<file path="config.mk">
export PLATFORM = sky130hd
export DESIGN_NAME = note_entry_flat
export DESIGN_NICKNAME = d
export VERILOG_FILES = /design/src/rtl/note_entry_if.sv /design/src/rtl/note_entry.sv /design/src/flat_wrapper.sv
export SDC_FILE = /design/constraint.sdc
export NUM_CORES = 1
export LEC_CHECK = 0
export CAP_MARGIN = 10
export CORE_MARGIN = 2
export CORE_UTILIZATION = 53
export CTS_BUF_LIST = sky130_fd_sc_hd__clkbuf_4 sky130_fd_sc_hd__clkbuf_8 sky130_fd_sc_hd__clkbuf_16
export CTS_CLUSTER_DIAMETER = 100
export DETAILED_ROUTE_END_ITERATION = 6
export GPL_ROUTABILITY_DRIVEN = 0
export PLACE_DENSITY = 0.78
export SETUP_SLACK_MARGIN = 0.1
export SYNTH_ARGS = -nofsm -noshare
export SYNTH_HDL_FRONTEND = slang
export SYNTH_SLANG_ARGS = --single-unit
</file>
<file path="constraint.sdc">
create_clock -name clk -period 2.35 [get_ports clk]
set_input_delay 0.47 -clock clk [delete_from_list [all_inputs] [get_ports clk]]
set_output_delay 0.47 -clock clk [all_outputs]
set_load 0.01 [all_outputs]
</file>
<file path="src/rtl/note_entry_if.sv">
// Signal bundle between the note-entry front end and whoever drives the raw switches
// and consumes the clean ok/tone/note outputs.
interface note_entry_if;
    logic       ok_raw;
    logic       tone_sw;
    logic [2:0] note_sw;
    logic       ok;
    logic       tone;
    logic [2:0] note;
    logic       busy;
    logic [3:0] note_count;

    modport master (
        output ok_raw, tone_sw, note_sw,
        input  ok, tone, note, busy, note_count
    );

    modport slave (
        input  ok_raw, tone_sw, note_sw,
        output ok, tone, note, busy, note_count
    );
endinterface

</file>
<file path="src/rtl/note_entry.sv">
// Note-entry front end: synchronizes raw switches, debounces the confirm button and emits
// one clean ok pulse per accepted press/release, with tone/note latched ahead of the pulse.
module note_entry #(
    parameter int unsigned DB_CYCLES = 4,
    parameter int unsigned PULSE_LEN = 2
) (
    input logic         clk,
    input logic         reset,
    note_entry_if.slave bus
);

    if (DB_CYCLES < 2 || DB_CYCLES > 65535) begin : gen_bad_db_cycles
        $error("note_entry: DB_CYCLES must be within 2..65535");
    end
    if (PULSE_LEN < 1 || PULSE_LEN > 255) begin : gen_bad_pulse_len
        $error("note_entry: PULSE_LEN must be within 1..255");
    end

    localparam logic [15:0] DbLast    = 16'(DB_CYCLES - 1);
    localparam logic [7:0]  PulseLast = 8'(PULSE_LEN - 1);

    typedef enum logic [2:0] {
        StIdle,
        StPressDb,
        StHeld,
        StReleaseDb,
        StSetup,
        StPulse,
        StHold
    } state_e;

    logic       ok_meta_q, ok_s_q;
    logic       tone_meta_q, tone_s_q;
    logic [2:0] note_meta_q, note_s_q;

    always_ff @(posedge clk or posedge reset) begin
        if (reset) begin
            ok_meta_q   <= 1'b0;
            ok_s_q      <= 1'b0;
            tone_meta_q <= 1'b0;
            tone_s_q    <= 1'b0;
            note_meta_q <= 3'b000;
            note_s_q    <= 3'b000;
        end else begin
            ok_meta_q   <= bus.ok_raw;
            ok_s_q      <= ok_meta_q;
            tone_meta_q <= bus.tone_sw;
            tone_s_q    <= tone_meta_q;
            note_meta_q <= bus.note_sw;
            note_s_q    <= note_meta_q;
        end
    end

    state_e      state_q;
    logic [15:0] db_cnt_q;
    logic [7:0]  pulse_cnt_q;
    logic        ok_q;
    logic        busy_q;
    logic        tone_q;
    logic [2:0]  note_q;
    logic [3:0]  count_q;

    logic [15:0] db_cnt_inc;
    assign db_cnt_inc = db_cnt_q + 16'd1;

    // The debounce window includes the sample that entered PRESS_DB/RELEASE_DB, so the
    // incremented count is what reaches DB_CYCLES-1 on the last stable sample.
    always_ff @(posedge clk or posedge reset) begin
        if (reset) begin
            state_q     <= StIdle;
            db_cnt_q    <= 16'd0;
            pulse_cnt_q <= 8'd0;
            ok_q        <= 1'b0;
            busy_q      <= 1'b0;
            tone_q      <= 1'b0;
            note_q      <= 3'b000;
            count_q     <= 4'd0;
        end else begin
            unique case (state_q)
                StIdle: begin
                    if (ok_s_q) begin
                        state_q  <= StPressDb;
                        db_cnt_q <= 16'd0;
                        busy_q   <= 1'b1;
                    end
                end
                StPressDb: begin
                    if (!ok_s_q) begin
                        state_q <= StIdle;
                        busy_q  <= 1'b0;
                    end else begin
                        db_cnt_q <= db_cnt_inc;
                        if (db_cnt_inc == DbLast) begin
                            state_q <= StHeld;
                        end
                    end
                end
                StHeld: begin
                    if (!ok_s_q) begin
                        state_q  <= StReleaseDb;
                        db_cnt_q <= 16'd0;
                    end
                end
                StReleaseDb: begin
                    if (ok_s_q) begin
                        state_q <= StHeld;
                    end else begin
                        db_cnt_q <= db_cnt_inc;
                        if (db_cnt_inc == DbLast) begin
                            tone_q  <= tone_s_q;
                            note_q  <= note_s_q;
                            state_q <= StSetup;
                        end
                    end
                end
                StSetup: begin
                    state_q     <= StPulse;
                    pulse_cnt_q <= 8'd0;
                    ok_q        <= 1'b1;
                end
                StPulse: begin
                    if (pulse_cnt_q == PulseLast) begin
                        ok_q    <= 1'b0;
                        state_q <= StHold;
                    end else begin
                        pulse_cnt_q <= pulse_cnt_q + 8'd1;
                    end
                end
                StHold: begin
                    state_q <= StIdle;
                    busy_q  <= 1'b0;
                    if (count_q != 4'd15) begin
                        count_q <= count_q + 4'd1;
                    end
                end
                default: begin
                    state_q <= StIdle;
                    busy_q  <= 1'b0;
                    ok_q    <= 1'b0;
                end
            endcase
        end
    end

    assign bus.ok         = ok_q;
    assign bus.tone       = tone_q;
    assign bus.note       = note_q;
    assign bus.busy       = busy_q;
    assign bus.note_count = count_q;

endmodule
</file>
<file path="src/flat_wrapper.sv">
// flat-port wrapper written by rule: the top's interface ports become plain ports
module note_entry_flat 
#(
    parameter int unsigned DB_CYCLES = 4,
    parameter int unsigned PULSE_LEN = 2
)
  (clk, reset, bus_ok_raw, bus_tone_sw, bus_note_sw, bus_ok, bus_tone, bus_note, bus_busy, bus_note_count);
  note_entry_if bus_i ();
  input logic clk;
  input logic reset;
  input wire logic [$bits(bus_i.ok_raw)-1:0] bus_ok_raw;
  input wire logic [$bits(bus_i.tone_sw)-1:0] bus_tone_sw;
  input wire logic [$bits(bus_i.note_sw)-1:0] bus_note_sw;
  output wire logic [$bits(bus_i.ok)-1:0] bus_ok;
  output wire logic [$bits(bus_i.tone)-1:0] bus_tone;
  output wire logic [$bits(bus_i.note)-1:0] bus_note;
  output wire logic [$bits(bus_i.busy)-1:0] bus_busy;
  output wire logic [$bits(bus_i.note_count)-1:0] bus_note_count;
  assign bus_i.ok_raw = bus_ok_raw;
  assign bus_i.tone_sw = bus_tone_sw;
  assign bus_i.note_sw = bus_note_sw;
  assign bus_ok = bus_i.ok;
  assign bus_tone = bus_i.tone;
  assign bus_note = bus_i.note;
  assign bus_busy = bus_i.busy;
  assign bus_note_count = bus_i.note_count;
  note_entry #(.DB_CYCLES(DB_CYCLES), .PULSE_LEN(PULSE_LEN)) u_core (.clk(clk), .reset(reset), .bus(bus_i));
endmodule
</file>
==> summary.md, run 1 <==
| Metric | Value |
|---|---|
| Nets | `301` |
| Gate Count Post-Synth | `261` |
| Post-synthesis mux area share | `3.92%` |
| Pleak | `0.00134 µW` |
| Worst rel slew slack | `67.6%` |
| HPWL after detailed placement | `3630 µm` |
| Critical path peak fanout | `4` |
| Main combinational cell family by area after synthesis | `simple AND/OR/NAND/NOR gates` |
| Synth Area in Compound Gates | `15.8%` |
| Worst skew pair latency | `300 ps` |
| CTS tree | `built` |
| IO buf count | `16` |
| CP endpoint kind | `register` |
| Clock buffer count from CTS | `5` |
| Clk slew on worst S/H paths | `90 ps` |
| Final period utilization | `90.8%` |
| Outcome | `finished, final reports clean` |
| CP max stage cell | `nor4_4` |
| Placed inst area | `2820 µm²` |
| Initial Util | `54.7%` |
| Residual DRC count | `0` |
| Die Area | `5450 µm²` |
| P per Cell Area | `900 nW/µm²` |
| RSZ-0062 raised after global routing | `no` |
| Maximum vdd drop | `515 µV` |
| Number of cell rows | `25` |
| Post-synth cell types | `49` |
| Vias/cell | `5.60` |
| Routed len/inst | `14.8 µm` |
| Layout cell share with drive strength beyond 1 | `16.7%` |
| Seq/Total Area, Yosys | `45.5%` |
| I/O Pins | `17` |
| Synth area leader | `dfrtp_1` |
| Synth Area in Adders | `3.88%` |
| Core area | `4720 µm²` |
| First-pass GRT wire length | `8600 µm` |
| Vias in the first global route | `1834` |
| TNS Setup | `0 ps` |
| Reg area | `1180 µm²` |
| Synth top area cells | `dfrtp_1 (46%), o31ai_1 (4.4%), nand2_1 (4.2%)` |
| Fmax | `469 MHz` |
| Die Height | `73.8 µm` |
| Max incr delay on CP | `420 ps` |
| CP Data Arrival Time | `2330 ps` |
| Yosys top cell area share | `45.5%` |
| Detail Route Antenna Nets | `0` |
| Final Hold Viols | `0` |
| Crit Path Class | `reg2reg` |
| Pin count of the biggest net entering global routing | `25` |
| Via count | `1981` |
| Synth Net Count | `276` |
| Clock tree buffer depth | `2` |
| Post-synthesis simple-gate area fraction | `20.1%` |
| Total wire length | `5220 µm` |
| GRT Total Usage | `20.6%` |
| Syn Area/Cell | `9.89 µm²` |
| Startpoint Class | `register` |
| Initial antenna violation count | `0` |
| Post-synth ARST share | `100%` |
| Transition time of the tightest slew-check pin | `486 ps` |
| Final setup viols | `0` |
| Number of warnings issued by yosys | `0` |
| 1st-pass router iterations | `4` |
| Synth Flop Type | `dfrtp_1` |
| CTS Root Cell | `clkbuf_8` |
| Final slew viol count | `0` |
| Gr ovfl total | `0` |
| H-tree levels | `2` |
| Worst Hold Class | `reg2reg` |
| EDFF count, synth | `0` |
| # hold bufs at CTS | `0` |
| Initial drt markers | `142` |
| XOR/XNOR Fraction of Synth Area | `5.09%` |
| Cell area after synthesis | `2580 µm²` |
| Die X | `73.8 µm` |
| FF+latch count, synth | `47` |
| Crit path required time | `2550 ps` |
| Max-cap viol count | `0` |
| Area occupied by multi-input gates | `1310 µm²` |
| Critical-path cell list | `ha_1 -> buf_4 -> nor4_1 -> a31oi_1 -> nor4_4 -> nand4b_4 -> mux2_4` |
| Crit path time final | `2130 ps` |
| Setup Skew | `4.25 ps` |
| Filler instances | `388` |
| Final design area excluding fillers | `3030 µm²` |
| Tot Pwr | `2730 µW` |
| Ant. Diodes | `0` |
| Layout area overhead | `17.4%` |
| Clock sink count | `47` |
[worst max-delay path, delay by kind of cell, from the launching register on]
kind	cells	cell delay (ps)
simple gates	3	790
flops	1	400
mux	1	340
fa+ha+maj	1	240
buf+inv	1	160
compound gates	1	100
[through the flow]
stage | instances | utilization [%] | setup WS, ps | hold slack (ps)
2_1_floorplan | 261 | - | 188 | 331
6_report | 354 | 64.2 | 217 | 351
5_1_grt | 354 | 64.2 | 86.1 | 371
4_1_cts | 352 | 63.0 | 134 | 355
3_5_place_dp | 343 | 59.7 | 69.4 | 335
3_3_place_gp | 343 | 59.7 | 137 | 332
[synthesized netlist by cell type, types with 2 or more instances]
| cell | n |
|---|---|
| a21o_1 | 3 |
| a21oi_1 | 9 |
| a22oi_1 | 4 |
| a31oi_1 | 4 |
| and2_1 | 2 |
| and3_1 | 2 |
| buf_6 | 5 |
| clkbuf_1 | 6 |
| dfrtp_1 | 47 |
| ha_1 | 8 |
| inv_1 | 10 |
| mux2_4 | 4 |
| mux2i_1 | 3 |
| nand2_1 | 29 |
| nand2b_1 | 3 |
| nand3_1 | 11 |
| nand4_1 | 7 |
| nor2_1 | 20 |
| nor3_1 | 6 |
| nor3b_1 | 2 |
| nor4_1 | 4 |
| o21ai_0 | 18 |
| o31ai_1 | 15 |
| xnor2_1 | 9 |
| xor2_1 | 6 |
[report_power, final]
group          total (µW)  switching, µW  leakage (µW)  internal [µW]
Sequential           1080            148      0.000613            931
Combinational         943            493      0.000660            450
Clock                 704            280     0.0000644            424
Total                2730            922       0.00134           1810
[routing by layer]
layer	vias up	wire, µm	global-route usage [%]
met4	0	86	8.28
met2	27	2580	32.6
met3	10	144	3.84
li1	990	-	-
met5	-	0	0
met1	954	2410	27.7
[state kept, by name, summed over array words and instances, names as in the netlist, 3 cells and up]
| name | cells |
|---|---|
| u_core.bus.note_count | 4 |
| u_core.db_cnt_q | 16 |
| u_core.note_s_q | 3 |
| u_core.pulse_cnt_q | 8 |
| u_core.bus.note | 3 |
| u_core.state_q | 3 |
| u_core.note_meta_q | 3 |
[timing repair]
item                       in CTS  in global routing
pin swaps                       2                  4
buffers inserted                1                  2
setup endpoints to repair       4                  7
resized for setup               3                  9
hold endpoints to repair        0                  0
[cells by family (layout without fill, tap and decap cells)]
group           Yosys count  in the layout
flops                    47             47
compound gates           61             61
buf+inv                  25             51
xor+xnor                 15             15
fa+ha+maj                 8              8
mux                       8              8
simple gates             97             97
[cell type report]
| cell class | instances | share of cell area, % |
|---|---|---|
| clock buffers | 5 | 2.27 |
| multi-input cells | 189 | 43.3 |
| flip-flops and latches | 47 | 38.9 |
| well taps | 67 | 2.77 |
| inverters | 11 | 1.36 |
| repair buffers | 32 | 9.16 |
| clock inverters | 3 | 2.23 |
[final timing paths]
path,startpoint,end,slack [ps],cells past startpoint
worst max-delay path,u_core.db_cnt_q[0],u_core.bus.note[0],220,7
worst min-delay path,u_core.ok_meta_q,u_core.ok_s_q,350,0
worst max register to register,u_core.db_cnt_q[0],u_core.bus.note[0],220,7
worst min register to register,u_core.ok_meta_q,u_core.ok_s_q,350,0
max in group asynchronous,reset,u_core.db_cnt_q[4],1270,3
min in group asynchronous,reset,u_core.note_meta_q[2],500,2
[cell usage in the layout (no fill, tap or decap), drive strengths merged, types with 2 or more instances in the layout]
master / count
dfrtp: 47
o21ai: 18
and4: 3
ha: 8
mux2i: 3
nor2: 21
buf: 15
o31ai: 15
inv: 10
bufinv: 2
nand3: 11
a21o: 3
clkdlybuf4s50: 16
clkbuf: 6
xnor2: 9
nor4: 5
and2: 2
nor3b: 2
nor3: 7
nand4: 7
a22oi: 4
nand2b: 3
and3: 2
a21oi: 9
xor2: 6
a31oi: 4
nand2: 29
mux2: 5
Note: power is estimated with default switching activity, not from simulation.
==> inputs of run 2 (changes only) <==
RECOVER_POWER = 50   (was default)
==> run 2 against run 1 <==
  * Non-clock buffer count unchanged
  * Cell count unchanged
  * Die area did not move
  * Clock power is essentially flat
  * Utilization fell by 0.16 points
  * Sequential power about the same
  * Register-to-register slack is essentially flat
  * Power is essentially flat
  * Worst setup slack gained 2.6 ps
  * Critical path type unchanged
  * Largest power group unchanged
==> summary.md, run 2 (synthesis gave the netlist of run 1 again) <==
| Metric | Value |
|---|---|
| Detail Route Antenna Nets | `0 (unchanged)` |
| 1st-pass router iterations | `4 (unchanged)` |
| Combinational share of power | `34.5% (was 34.6%)` |
| Most flops, register | `u_core.db_cnt_q (unchanged)` |
| H-tree levels | `2 (unchanged)` |
| Clock power frac | `25.9% (was 25.8%)` |
| Via count | `1979 (was 1981)` |
| Vias/cell | `5.59 (was 5.60)` |
| Crit path time final | `2130 ps (about the same)` |
| P_sw | `923 µW (was 922 µW)` |
| Final setup viols | `0 (unchanged)` |
| Initial antenna violation count | `0 (unchanged)` |
| Layout cell share with drive strength beyond 1 | `15.7% (was 16.7%)` |
| IO buf count | `16 (unchanged)` |
| Pin count of the biggest net entering global routing | `25 (unchanged)` |
| HPWL after detailed placement | `3630 µm (unchanged)` |
| Clk slew on worst S/H paths | `90 ps (about the same)` |
| Ant. Diodes | `0 (unchanged)` |
| Worst Hold Class | `reg2reg (unchanged)` |
| CP max stage cell | `nor4_4 (unchanged)` |
| I/O Pins | `17 (unchanged)` |
| Crit path required time | `2550 ps (about the same)` |
| Max reg flops | `16 (unchanged)` |
| Pleak | `0.00133 µW (was 0.00134 µW)` |
| Residual DRC count | `0 (unchanged)` |
| Core area | `4720 µm² (unchanged)` |
| Die Area | `5450 µm² (unchanged)` |
| Max-cap viol count | `0 (unchanged)` |
| Clock tree buffer depth | `2 (unchanged)` |
| Critical path peak fanout | `4 (unchanged)` |
| Power Internal | `1800 µW (was 1810 µW)` |
| Layout Utilization | `64.0% (was 64.2%)` |
| CTS tree | `built (unchanged)` |
| CP endpoint kind | `register (unchanged)` |
| CP bufs+invs | `1 (unchanged)` |
| Initial drt markers | `143 (was 142)` |
| Initial Util | `54.7% (unchanged)` |
| Total wire length | `5230 µm (was 5220 µm)` |
| Vias in the first global route | `1834 (unchanged)` |
| Layout area overhead | `17.1% (was 17.4%)` |
| CTS Root Cell | `clkbuf_8 (unchanged)` |
| Final slew viol count | `0 (unchanged)` |
| Setup Skew | `4.35 ps (was 4.25 ps)` |
| Gr ovfl total | `0 (unchanged)` |
| Worst skew pair latency | `300 ps (about the same)` |
| Die X | `73.8 µm (unchanged)` |
| Final Hold Viols | `0 (unchanged)` |
| Fmax | `469 MHz (about the same)` |
| CP Data Arrival Time | `2330 ps (about the same)` |
| Transition time of the tightest slew-check pin | `868 ps (was 486 ps)` |
| Max incr delay on CP | `420 ps (about the same)` |
| Commonest non-fill, non-tap cells in the layout | `dfrtp_1 (45), nand2_1 (29), nor2_1 (20) (unchanged)` |
| Die Height | `73.8 µm (unchanged)` |
| Reg power frac | `39.6% (about the same)` |
| Crit Path Class | `reg2reg (unchanged)` |
| Largest delay contributor family on the critical path | `simple AND/OR/NAND/NOR gates (unchanged)` |
| P per Cell Area | `901 nW/µm² (was 900 nW/µm²)` |
| GRT Total Usage | `20.6% (unchanged)` |
| Most common cell after layout, fill and taps aside | `dfrtp_1 (unchanged)` |
| Worst rel slew slack | `42.1% (was 67.6%)` |
| TNS Setup | `0 ps (unchanged)` |
| Final period utilization | `90.6% (was 90.8%)` |
| Number of cell rows | `25 (unchanged)` |
| Clock sink count | `47 (unchanged)` |
| Outcome | `finished, final reports clean (unchanged)` |
| Nets | `301 (unchanged)` |
| RSZ-0062 raised after global routing | `no (unchanged)` |
| Routed len/inst | `14.8 µm (about the same)` |
| Maximum vdd drop | `516 µV (was 515 µV)` |
| Switch share | `33.9% (was 33.8%)` |
| Clock buffer count from CTS | `5 (unchanged)` |
| First-pass GRT wire length | `8600 µm (unchanged)` |
| Critical-path cell list | `ha_1 -> buf_4 -> nor4_1 -> a31oi_1 -> nor4_4 -> nand4b_4 -> mux2_4 (unchanged)` |
| Startpoint Class | `register (unchanged)` |
## run 2: final cells by class
cell class | instances | area, µm²
Fill cell | 388 | 1700
Multi-Input combinational cell | 189 | 1310
Sequential cell | 47 | 1180
Timing Repair Buffer | 32 | 270
Tap cell | 67 | 83.8
Clock buffer | 5 | 68.8
Clock inverter | 3 | 67.6
Inverter | 11 | 41.3
## run 2: repair_timing
item / 4_1_cts / 5_1_grt
buffers inserted: 1 / 2
gates resized for setup: 3 / 9
pin swaps: 2 / 4
setup endpoints to repair: 4 / 7
hold buffers: 0 / 0
cloned: 0 / 0
## run 2: final timing paths
check,from,endpoint,slack [ps],cells after the start
max,u_core.db_cnt_q[0],u_core.bus.note[0],220,7
min,u_core.ok_meta_q,u_core.ok_s_q,350,0
max reg2reg,u_core.db_cnt_q[0],u_core.bus.note[0],220,7
min reg2reg,u_core.ok_meta_q,u_core.ok_s_q,350,0
max in group asynchronous,reset,u_core.db_cnt_q[4],380,3
min in group asynchronous,reset,u_core.note_meta_q[2],780,2
## run 2: worst reg2reg max path, stage by stage (launching register included)
cell and delay (ps):
dfrtp_1 400, ha_1 240, buf_4 150, nor4_1 160
a31oi_1 100, nor4_4 420, nand4b_4 210, mux2_4 340
## run 2: metal layers
layer / share of wire, % / global-route usage, %
met4: 1.3 / 8.28
met3: 2.7 / 3.84
met5: 0 / 0
met1: 46 / 27.7
met2: 50 / 32.6
## run 2: power groups by stage
stage | Sequential, µW | Combinational [µW] | Clock (µW)
6_report | 1080 | 941 | 704
5_1_grt | 1100 | 1050 | 748
4_1_cts | 1080 | 916 | 721
3_5_place_dp | 1090 | 892 | 0
3_3_place_gp | 1090 | 866 | 0
2_1_floorplan | 1070 | 579 | 0
## run 2: through the flow
stage | hold WS [ps] | cells | instance area (µm²) | setup WS, ps | total power (µW)
after floorplan | 331 | 261 | 2580 | 188 | 1650
after global placement | 332 | 343 | 2820 | 137 | 1950
after detailed placement | 335 | 343 | 2820 | 69.4 | 1990
after CTS | 355 | 352 | 2980 | 134 | 2710
after global routing | 371 | 354 | 3020 | 86.1 | 2910
final | 351 | 354 | 3020 | 220 | 2720
